===== config.mk =====
export PLATFORM = sky130hd
export DESIGN_NAME = timer_counter
export DESIGN_NICKNAME = d
export VERILOG_FILES = /design/src/rtl/tc_pkg.sv /design/src/rtl/timer_counter.sv
export SDC_FILE = /design/constraint.sdc
export NUM_CORES = 1
export LEC_CHECK = 0
export BUFFER_PORTS_ARGS = -buffer_cell sky130_fd_sc_hd__buf_2
export CAP_MARGIN = 10
export CORE_ASPECT_RATIO = 0.5
export CORE_MARGIN = 2
export CORE_UTILIZATION = 54
export DETAILED_ROUTE_END_ITERATION = 7
export HOLD_SLACK_MARGIN = 0.12
export MAX_ROUTING_LAYER = met4
export PLACE_DENSITY = 0.78
export SYNTH_ARGS = -nofsm -noshare
export SYNTH_HDL_FRONTEND = slang
export SYNTH_SLANG_ARGS = --single-unit
export TNS_END_PERCENT = 1

===== constraint.sdc =====
create_clock -name clk -period 3.5 [get_ports clk]
set_clock_uncertainty 0.15 [all_clocks]
set_input_delay 0.525 -clock clk [delete_from_list [all_inputs] [get_ports clk]]
set_output_delay 0.525 -clock clk [all_outputs]
set_load 0.01 [all_outputs]

===== src/rtl/tc_pkg.sv =====
// Shared definitions for the memory-mapped down-counting timer.
// Provides register word offsets, CTRL bit positions, FSM state type
// and MODE encodings used by timer_counter.
package tc_pkg;

    // Register word offsets (addr[3:2])
    localparam logic [1:0] TC_CTRL   = 2'd0;
    localparam logic [1:0] TC_PRESET = 2'd1;
    localparam logic [1:0] TC_COUNT  = 2'd2;

    // CTRL bit indices
    localparam int unsigned CTRL_EN      = 0;
    localparam int unsigned CTRL_MODE_LO = 1;
    localparam int unsigned CTRL_MODE_HI = 2;
    localparam int unsigned CTRL_IM      = 3;

    // Timer FSM states
    typedef enum logic [1:0] {
        S_IDLE = 2'd0,
        S_LOAD = 2'd1,
        S_CNT  = 2'd2,
        S_INT  = 2'd3
    } tc_state_e;

    // MODE field encodings (2 and 3 behave as one-shot)
    localparam logic [1:0] MODE_ONESHOT = 2'd0;
    localparam logic [1:0] MODE_AUTO    = 2'd1;

endpackage


===== src/rtl/timer_counter.sv =====
// Memory-mapped down-counting timer with interrupt.
// Ports:
//   clk    - system clock, rising edge
//   reset  - synchronous, active-low reset
//   addr   - byte address from bridge, only [3:2] decoded
//   we     - write strobe, already qualified by the bridge address hit
//   wd     - write data
//   rd     - read data, combinational from addr[3:2]
//   irq    - interrupt request = IM & irq_flag
// Registers: 0 CTRL {IM, MODE[1:0], EN}, 1 PRESET, 2 COUNT (read-only).
module timer_counter #(
    parameter logic [31:0] RESET_PRESET = 32'h0
) (
    input  logic        clk,
    input  logic        reset,
    input  logic [31:0] addr,
    input  logic        we,
    input  logic [31:0] wd,
    output logic [31:0] rd,
    output logic        irq
);
    import tc_pkg::*;

    tc_state_e   r_state;
    logic [3:0]  r_ctrl;
    logic [31:0] r_preset;
    logic [31:0] r_count;
    logic        r_flag;

    tc_state_e   w_state_nxt;
    logic [3:0]  w_ctrl_nxt;
    logic [31:0] w_preset_nxt;
    logic [31:0] w_count_nxt;
    logic        w_flag_nxt;

    logic [1:0]  w_off;
    logic        w_en;
    logic [1:0]  w_mode;
    logic        w_unused_addr;

    assign w_off         = addr[3:2];
    assign w_en          = r_ctrl[CTRL_EN];
    assign w_mode        = r_ctrl[CTRL_MODE_HI:CTRL_MODE_LO];
    assign w_unused_addr = ^{addr[31:4], addr[1:0]};

    // FSM and register-file next values; the bus write is applied after
    // the FSM update so a same-cycle CPU write overrides FSM changes.
    always_comb begin
        w_state_nxt  = r_state;
        w_ctrl_nxt   = r_ctrl;
        w_preset_nxt = r_preset;
        w_count_nxt  = r_count;
        w_flag_nxt   = r_flag;

        case (r_state)
            S_IDLE: begin
                if (w_en) begin
                    w_state_nxt = S_LOAD;
                end
            end
            S_LOAD: begin
                w_count_nxt = r_preset;
                w_state_nxt = S_CNT;
            end
            S_CNT: begin
                if (!w_en) begin
                    w_state_nxt = S_IDLE;
                end else if (r_count == '0) begin
                    w_state_nxt = S_INT;
                    w_flag_nxt  = 1'b1;
                end else begin
                    w_count_nxt = r_count - 32'd1;
                end
            end
            S_INT: begin
                w_state_nxt = S_IDLE;
                if (w_mode == MODE_AUTO) begin
                    // auto-reload: EN stays set, flag is a one-cycle pulse
                    w_flag_nxt = 1'b0;
                end else begin
                    w_ctrl_nxt[CTRL_EN] = 1'b0;
                end
            end
            default: w_state_nxt = S_IDLE;
        endcase

        if (we) begin
            case (w_off)
                TC_CTRL: begin
                    w_ctrl_nxt = wd[3:0];
                    w_flag_nxt = 1'b0;
                end
                TC_PRESET: begin
                    w_preset_nxt = wd;
                    w_flag_nxt   = 1'b0;
                end
                default: ;
            endcase
        end
    end

    always_ff @(posedge clk) begin
        if (!reset) begin
            r_state  <= S_IDLE;
            r_ctrl   <= '0;
            r_preset <= RESET_PRESET;
            r_count  <= '0;
            r_flag   <= 1'b0;
        end else begin
            r_state  <= w_state_nxt;
            r_ctrl   <= w_ctrl_nxt;
            r_preset <= w_preset_nxt;
            r_count  <= w_count_nxt;
            r_flag   <= w_flag_nxt;
        end
    end

    always_comb begin
        rd = '0;
        case (w_off)
            TC_CTRL:   rd = {28'b0, r_ctrl};
            TC_PRESET: rd = r_preset;
            TC_COUNT:  rd = r_count;
            default:   rd = '0;
        endcase
    end

    assign irq = r_ctrl[CTRL_IM] & r_flag;

endmodule


# [Word-level counts from Yosys, hierarchy flattened]
# Index checks and enable logic that the tools add are counted.
[classes] add_sub_neg=1 eq_ne=10 muxes=18 bitwise_logic=1 reduce_logical=9
[ops] operator="case mux 32 bit (3 select lines)" count=1
[ops] operator="two-way mux 32 bit" count=2
[ops] operator="case mux 32 bit (2 select lines)" count=1
[ops] operator="logical NOT 32 bit" count=1
[ops] operator="subtractor 32 x 1 -> 32 bit (second input constant)" count=1
[ops] operator="two-way mux 1 bit" count=9
[ops] operator="case mux 2 bit (4 select lines)" count=1
[ops] operator="equality test 2 x 1 -> 1 bit (second input constant)" count=3
[ops] operator="equality test 2 bit (second input constant)" count=3
[ops] operator="two-way mux 2 bit" count=3
[ops] operator="inequality test 2 bit (second input constant)" count=3
[ops] operator="AND reduction 2 bit" count=3
[ops] operator="logical NOT 2 bit" count=2
[ops] operator="inequality test 3 bit (second input constant)" count=1
[ops] operator="AND reduction 3 bit" count=1
[ops] operator="case mux 1 bit (2 select lines)" count=1
[ops] operator="nonzero test 2 bit" count=1
[ops] operator="OR reduction 2 bit" count=1
[ops] operator="AND 1 bit" count=1
[word_totals] reg_bits=71 output_inout_bits=33 word_cells=45

# [Longest topological paths before layout]
# Gate-level depths: netlist (run 1).
[logic_depth] ltp_word=6 mapped_depth=9 depth_no_buf=7

# [Least setup slack after synthesis (run 1)]
# No wires, ideal clock.
[synth_timing] path_type="register to register" start="reg r_count[0]" end="reg r_count[22]" setup_ps=120 t_arrival_ps=2367 required_ps=3230 slack_ps=863 path_stages_with_launch=9 n_path_buf=1 path_cell_list="dfxtp_1 inv_1 ha_1 or3b_2 clkbuf_1 nor3_1 a31oi_1 a32o_1 o31a_1"
[synth_between] elab_chain_cells=4 elab_cells_between_ends=7
[synth_lines] item="from (decl)" line="timer_counter.sv:27" rtl="logic [31:0] r_count;"
[synth_lines] item="from (signal assigned)" line="timer_counter.sv:113" rtl="r_count <= w_count_nxt;"
[synth_lines] item="subtractor 32 x 1 -> 32 bit" line="timer_counter.sv:72" rtl="w_count_nxt = r_count - 32'd1;"
[synth_lines] item="two-way mux 32 bit" line="timer_counter.sv:68" rtl="end else if (r_count == '0) begin"
[synth_lines] item="two-way mux 32 bit" line="timer_counter.sv:66" rtl="if (!w_en) begin"
[synth_lines] item="case mux 32 bit (2 select lines)" line="timer_counter.sv:55" rtl="case (r_state)"
# Several ways; a longest one is shown, not always the timed one. The select of a mux whose other input is x is not followed.
# A chain may end at the register's enable or synchronous reset.

# [Final worst setup path (run 1)]
[layout_timing] start="reg r_count[0]" end="reg r_count[14]"
# The elaborated chain is that of the path after synthesis.

==> run metrics, run 1 <==
cell chain of the critical path=inv_1 > ha_1 > or3b_2 > nor3_1 > buf_4 > a21oi_1 > o311ai_0 > o31ai_1; Final Util=between 60% and 70%; fin nets=around 660; Final Cycle Share=about four fifths; Routed WL=approximately 12000 µm; Mapped Area=approximately 0.0042 mm²; critical path class=reg2reg; Post-CTS Setup Bufs=0; ys flop type=dfxtp_1; TritonCTS clock tree=yes; Critical Path RT=around 3.6 ns; largest net degree at the start of global routing=48; post-synthesis simple-gate area fraction=around 27%; status=finished clean; CP max stage cell=or3b_2; die height=around 66 µm; total die area=around 0.0085 mm²; Syn Area/Cell=between 7 and 8 µm²; RSZ-0062 raised after global routing=no; Detailed Place HPWL=around 8300 µm; Cell variety after synth=65; final hold violations=0; Placed Instances=between 600 and 700; #FFs+latches synth=71; Crit path arrival time=2.88 ns; share of cells above drive strength 1=a little over a fifth; Area Overhead vs Synth=15.0%; CP startpoint kind=register; CTS sink cnt=a little over 70; Post-synth EDFFs=0; VDD IR max=roughly 0.28 mV; initial antenna violation count=0; fin area=around 0.0048 mm²; # rows=22; root buffer cell=clkbuf_16; Slew Viols, Final=0; remaining antenna violation count=0; Synth area leader=dfxtp_1; PnR worst setup slack=0.675 ns; antenna fix cells=0; placed instance area=between 0.004 and 0.005 mm²; WP buf/inv=2; synthesized netlist cell count=approximately 540; vias per cell=between 6 and 7; Resized Gates After CTS=0; Initial Utilization=~56%; Clock H-tree levels=3; compound-gate portion of the synthesized area=between 20% and 30%; Reg clk slew, reported paths=0.05 ns; Max-slew headroom=between 20% and 30%; CTS Buf Count=9; number of global-route vias before repair=between 3000 and 4000; Critical Path End Type=register; # Max-Cap Violations=0; Routed wire per std cell=18.0 µm; fin crit period=around 2.8 ns; P per Cell Area=between 300 and 400 mW/mm²; XOR/XNOR Fraction of Synth Area=0%; Placer Congestion=between 0.9 and 1; maximum fanout along the worst path=8; Least-Margin Pin Slew=about 1.1 ns; io pins=100; PortBufs=around 70; drt pass-1 iters=5; adder and majority gate portion of the synthesized area=less than 1%; Net Count, Synth=610; Leak Pwr=1.90 nW; DP Worst Slack=about 0.74 ns; Die Wd=between 100 and 150 µm; Core Region=~0.0074 mm²; setup TNS=0 ns; 1st-iter DRT viols=520; via count=approximately 4400; commonest cells after routing, fill and taps aside=nand2_1, dfxtp_1, buf_2; first-pass GRT wire length=roughly 20000 µm; clock latency on the worst-skew pair=between 0.3 and 0.4 ns; Power Total=approximately 1.8 mW; Max stage delay on crit path=between 0.5 and 0.6 ns; post-synthesis sequential area ratio=around 34%; Worst Hold Class=in2reg; commonest non-fill, non-tap cell in the layout=nand2_1; Worst path top cell family by delay=simple AND/OR/NAND/NOR gates; Finished Layout Cells=between 600 and 700; final setup vio count=0; Post-CTS Hold Fix Bufs=0; asr flop ratio synth=0%; DR DRC count=0; achievable frequency=~350 MHz; GR Util All Layers=~30%; mux share of post-synthesis cell area=under 10%; total grt overflow=0; top post-synthesis cells by area=dfxtp_1, nand2_1, a21oi_1; WHS=0.277 ns; Max Buffers Root-to-Sink=2; YS warnings=0; Synth top area share=34.0%; largest family of logic cells by synthesized area=compound AO/OA/AOI/OAI gates
## synth_stat cells, types with 4 or more instances
cell type and count:
or4_1 5, nor2_1 28, nor2b_1 5, nand4_1 7, dfxtp_1 71, o21ai_0 20
o311ai_0 5, nand3_1 18, a22o_1 28, clkbuf_1 33, nand2_1 103, a31oi_1 8
a21oi_1 56, nand2b_1 5, and3_1 7, buf_1 5, nor4_1 6, nor3_1 12
buf_6 4, a31o_2 5, inv_1 7, o31ai_1 22, mux2i_1 7, o311a_1 4
## layer usage
metal  up-vias  GRT usage [%]  wire [µm]
met2       264           42.2       5050
met4         0           9.20        161
met5         -              -          0
li1       2108              -          -
met3        19           7.12       1430
met1      1994           43.5       5720
## sequential cells by signal, indices dropped and copies added, names as in the netlist
register and count:
r_count 32, r_ctrl 4, r_flag 1, r_preset 32, r_state 2
## worst register-to-register path: cells and delay by family, from the launching register on
family / cells / cell delay, ns
and+or+nand+nor: 2 / 1.05
buffers and inverters: 2 / 0.39
DFF: 1 / 0.36
AOI/OAI and AO/OA: 3 / 0.53
adders and majority gates: 1 / 0.22
## cell type report
| cell class | instances | area (µm²) |
|---|---|---|
| Sequential cell | 71 | 1420 |
| Tap cell | 96 | 120 |
| Multi-Input combinational cell | 412 | 2470 |
| Inverter | 7 | 26.3 |
| Fill cell | 633 | 2600 |
| Timing Repair Buffer | 88 | 488 |
| Clock buffer | 14 | 284 |
## final timing paths
check	cells past startpoint	slack (ns)	startpoint	endpoint
max	8	0.67	r_count[0]	r_count[14]
max reg2reg	8	0.67	r_count[0]	r_count[14]
min reg2reg	2	0.32	r_preset[4]	r_preset[4]
min	3	0.28	wd[6]	r_preset[6]
## where the power goes
part	total, mW	internal, mW	switching, mW
registers	0.838	0.823	0.0143
logic	0.138	0.0504	0.0878
clock network	0.870	0.549	0.321
total	1.85	1.42	0.423
## cells by family after synthesis
group,count (synthesis)
simple gates,225
mux,7
compound gates,178
flops,71
buf+inv,58
fa+ha+maj,2
No activity file was read; power rests on OpenSTA's default activity.
==> run 2, diff against run 1 <==
--- a/config.mk
+++ b/config.mk
@@ -5,6 +5,7 @@
 export SDC_FILE = /design/constraint.sdc
 export NUM_CORES = 1
 export LEC_CHECK = 0
+export ABC_AREA = 1
 export BUFFER_PORTS_ARGS = -buffer_cell sky130_fd_sc_hd__buf_2
 export CAP_MARGIN = 10
 export CORE_ASPECT_RATIO = 0.5
@@ -13,7 +14,7 @@
 export DETAILED_ROUTE_END_ITERATION = 7
 export HOLD_SLACK_MARGIN = 0.12
 export MAX_ROUTING_LAYER = met4
-export PLACE_DENSITY = 0.78
+export PLACE_DENSITY = 0.79
 export SYNTH_ARGS = -nofsm -noshare
 export SYNTH_HDL_FRONTEND = slang
 export SYNTH_SLANG_ARGS = --single-unit
==> constraint.sdc (replaced) <==
create_clock -name clk -period 2.6 [get_ports clk]
set_clock_uncertainty 0.15 [all_clocks]
set_input_delay 0.39 -clock clk [delete_from_list [all_inputs] [get_ports clk]]
set_output_delay 0.39 -clock clk [all_outputs]
set_load 0.01 [all_outputs]
==> run metrics, run 2 <==
RR Endpoint=r_count[25] (was r_count[14]); clock power share=39.9% (was 47.1%); first-pass GRT wire length=18700 µm (was 19600 µm); Post-CTS Setup Bufs=0 (unchanged); Worst path top cell family by delay=buffers and inverters (was simple AND/OR/NAND/NOR gates); Area Overhead vs Synth=17.2% (was 15.0%); Leak Pwr=2.20 nW (was 1.90 nW); Die Wd=126 µm (was 128 µm); Least-Margin Pin Slew=1.10 ns (was 1.07 ns); CP max stage cell=inv_1 (was or3b_2); RSZ-0062 raised after global routing=no (unchanged); clock latency on the worst-skew pair=0.34 ns (was 0.33 ns); WP buf/inv=4 (was 2); Critical Path End Type=output pin (was register); status=finished clean (unchanged); GR Util All Layers=29.8% (was 30.4%); Pint=2.04 mW (was 1.42 mW); antenna fix cells=0 (unchanged); Final Cycle Share=about nine tenths; share of cells above drive strength 1=14.6% (was 21.6%); Net Count, Synth=719 (was 610); combinational fraction of design power=20.6% (was 7.5%); final setup vio count=0 (unchanged); Post-CTS Hold Fix Bufs=0 (unchanged); #FFs+latches synth=71 (unchanged); Slew Viols, Final=0 (unchanged); Hold Crit Depth=3 (unchanged); maximum fanout along the worst path=29 (was 8); initial antenna violation count=0 (unchanged); Psw=0.897 mW (was 0.423 mW); Worst Hold Class=in2reg (unchanged); Max Buffers Root-to-Sink=2 (unchanged); Reg clk slew, reported paths=0.05 ns (about the same); Mapped Area=0.00404 mm² (was 0.00418 mm²); DR DRC count=0 (unchanged); Routed wire per std cell=14.2 µm (was 18.0 µm); Power Total=2.94 mW (was 1.85 mW); CTS Buf Count=9 (unchanged); Post-synth top cells=nand2_1, nor2_1, inv_1, o21ai_0, dfxtp_1 (was nand2_1, dfxtp_1, a21oi_1, clkbuf_1); Routed WL=11400 µm (was 12400 µm); P per Cell Area=621 mW/mm² (was 384 mW/mm²); Detailed Place HPWL=8030 µm (was 8280 µm); Synth top area share=35.2% (was 34.0%); vias per cell=5.47 (was 6.37); Post-synth EDFFs=0 (unchanged); Initial Utilization=55.4% (was 56.5%); PortBufs=69 (unchanged); synthesized netlist cell count=650 (was 541); # rows=22 (unchanged); launch point of the worst reg-to-reg path=r_count[24] (was r_count[0]); Worst Hold Endpoint=r_ctrl[3] (was r_preset[6]); top post-synthesis cells by area=dfxtp_1, nand2_1, nor2_1 (was dfxtp_1, nand2_1, a21oi_1); Seq pwr share=39.4% (was 45.4%); remaining antenna violation count=0 (unchanged); Placer Congestion=0.997 (was 0.960); most frequent cell after synthesis=nand2_1 (unchanged); top flop regs=r_count x32, r_preset x32, r_ctrl x4 (unchanged); largest net degree at the start of global routing=42 (was 48); Worst R2R Setup Slack=0.35 ns (was 0.67 ns); total grt overflow=0 (unchanged); Core Region=0.00729 mm² (was 0.00740 mm²); cell chain of the critical path=buf_2 > inv_1 > nor2_1 > inv_1 > o221ai_1 > buf_2 (was inv_1 > ha_1 > or3b_2 > nor3_1 > buf_4 > a21oi_1 > o311ai_0 > o31ai_1); reg2reg path depth=9 (was 8); VDD IR max=0.352 mV (was 0.277 mV); via count=4429 (was 4385); post-synthesis sequential area ratio=35.2% (was 34.0%); Clock H-tree levels=3 (unchanged); CP startpoint kind=primary input (was register); die height=65.2 µm (was 66.2 µm); TritonCTS clock tree=yes (unchanged); Synth area leader=dfxtp_1 (unchanged); # Max-Cap Violations=0 (unchanged); Max-slew headroom=26.4% (was 28.0%); drt pass-1 iters=4 (was 5); Resized Gates After CTS=0 (unchanged); setup TNS=0 ns (unchanged); Min-Delay Startpoint=wd[3] (was wd[6]); 1st-iter DRT viols=333 (was 520); CTS sink cnt=71 (unchanged); number of global-route vias before repair=3956 (was 3754); fin crit period=roughly 2.3 ns; final hold violations=0 (unchanged); root buffer cell=clkbuf_16 (unchanged); ys flop type=dfxtp_1 (unchanged); YS warnings=0 (unchanged); asr flop ratio synth=0% (unchanged); Critical Path RT=2.06 ns (was 3.55 ns); Crit path arrival time=1.80 ns (was 2.88 ns); fin nets=778 (was 658); total die area=0.00823 mm² (was 0.00851 mm²); Syn Area/Cell=6.22 µm² (was 7.73 µm²); achievable frequency=~430 MHz; Cell variety after synth=28 (was 65); commonest non-fill, non-tap cell in the layout=nand2_1 (unchanged); Max stage delay on crit path=0.79 ns (was 0.57 ns); io pins=100 (unchanged); critical path class=in2out (was reg2reg); commonest cells after routing, fill and taps aside=nand2_1, nor2_1, inv_1 (was nand2_1, dfxtp_1, buf_2); Switching Fraction=30.5% (was 22.9%)
[run 2: cell count changes in the layout (fill, tap and decap cells not counted), moves of 28 or more]
cell	previous run	this run
inv_1	6	86
nor2_1	28	100
o21ai_0	20	75
a22o_1	28	0
o22ai_1	0	28
[run 2: worst min-delay path, stage by stage]
cell    delay (ns)
buf_2         0.09
nor2_1        0.04
nor2_1        0.08
[run 2: kinds of logic (layout without fill, tap and decap cells)]
group	after synthesis	in the layout	synth area share (%)
flops	71	71	35.2
compound gates	174	174	22.9
simple gates	273	273	27.5
fa+ha+maj	2	2	0.619
xor+xnor	10	10	2.17
buf+inv	120	183	11.6
[run 2: through the flow]
step           setup slack [ns]  area [µm²]  hold slack (ns)  cells  utilization [%]
2_1_floorplan             0.716        4040            0.289    650                -
3_3_place_gp              0.315        4450            0.306    794             61.0
3_5_place_dp              0.304        4450            0.311    794             61.0
4_1_cts                   0.293        4730            0.136    809             64.9
5_1_grt                   0.110        4730            0.178    809             64.9
6_report                  0.264        4730            0.139    809             64.9
[run 2: power groups by stage]
| stage | sequential [mW] | combinational, mW | clock [mW] |
|---|---|---|---|
| after floorplan | 1.17 | 0.425 | 0 |
| after global placement | 1.18 | 0.576 | 0 |
| after detailed placement | 1.18 | 0.588 | 0 |
| after CTS | 1.16 | 0.594 | 1.18 |
| after global routing | 1.16 | 0.685 | 1.24 |
| final | 1.16 | 0.607 | 1.18 |
[run 2: worst max path at each step]
stage | startpoint | end | slack (ns) | cells after the start
CTS | addr[2] | rd[3] | 0.29 | 6
detailed placement | addr[2] | rd[3] | 0.30 | 6
global route | r_count[24] | r_count[8] | 0.11 | 9
finish | addr[2] | rd[3] | 0.26 | 6
floorplan | addr[2] | rd[13] | 0.72 | 6
global placement | addr[2] | rd[3] | 0.31 | 6
[run 2: layout make-up]
cell class                 instances  area [µm²]
fill                             724        2560
multi-input combinational        459        2150
sequential                        71        1420
timing repair buffer              79         420
inverter                          89         335
clock buffer                      12         267
tap                               96         120
clock inverter                     3        17.5
[run 2: per-layer routing]
| metal | wire length [µm] | vias up | global-route usage, % |
|---|---|---|---|
| met3 | 994 | 11 | 7.57 |
| met5 | 0 | - | - |
| met4 | 112 | 0 | 6.87 |
| met1 | 5580 | 2022 | 41.0 |
| li1 | - | 2235 | - |
| met2 | 4760 | 161 | 44.5 |
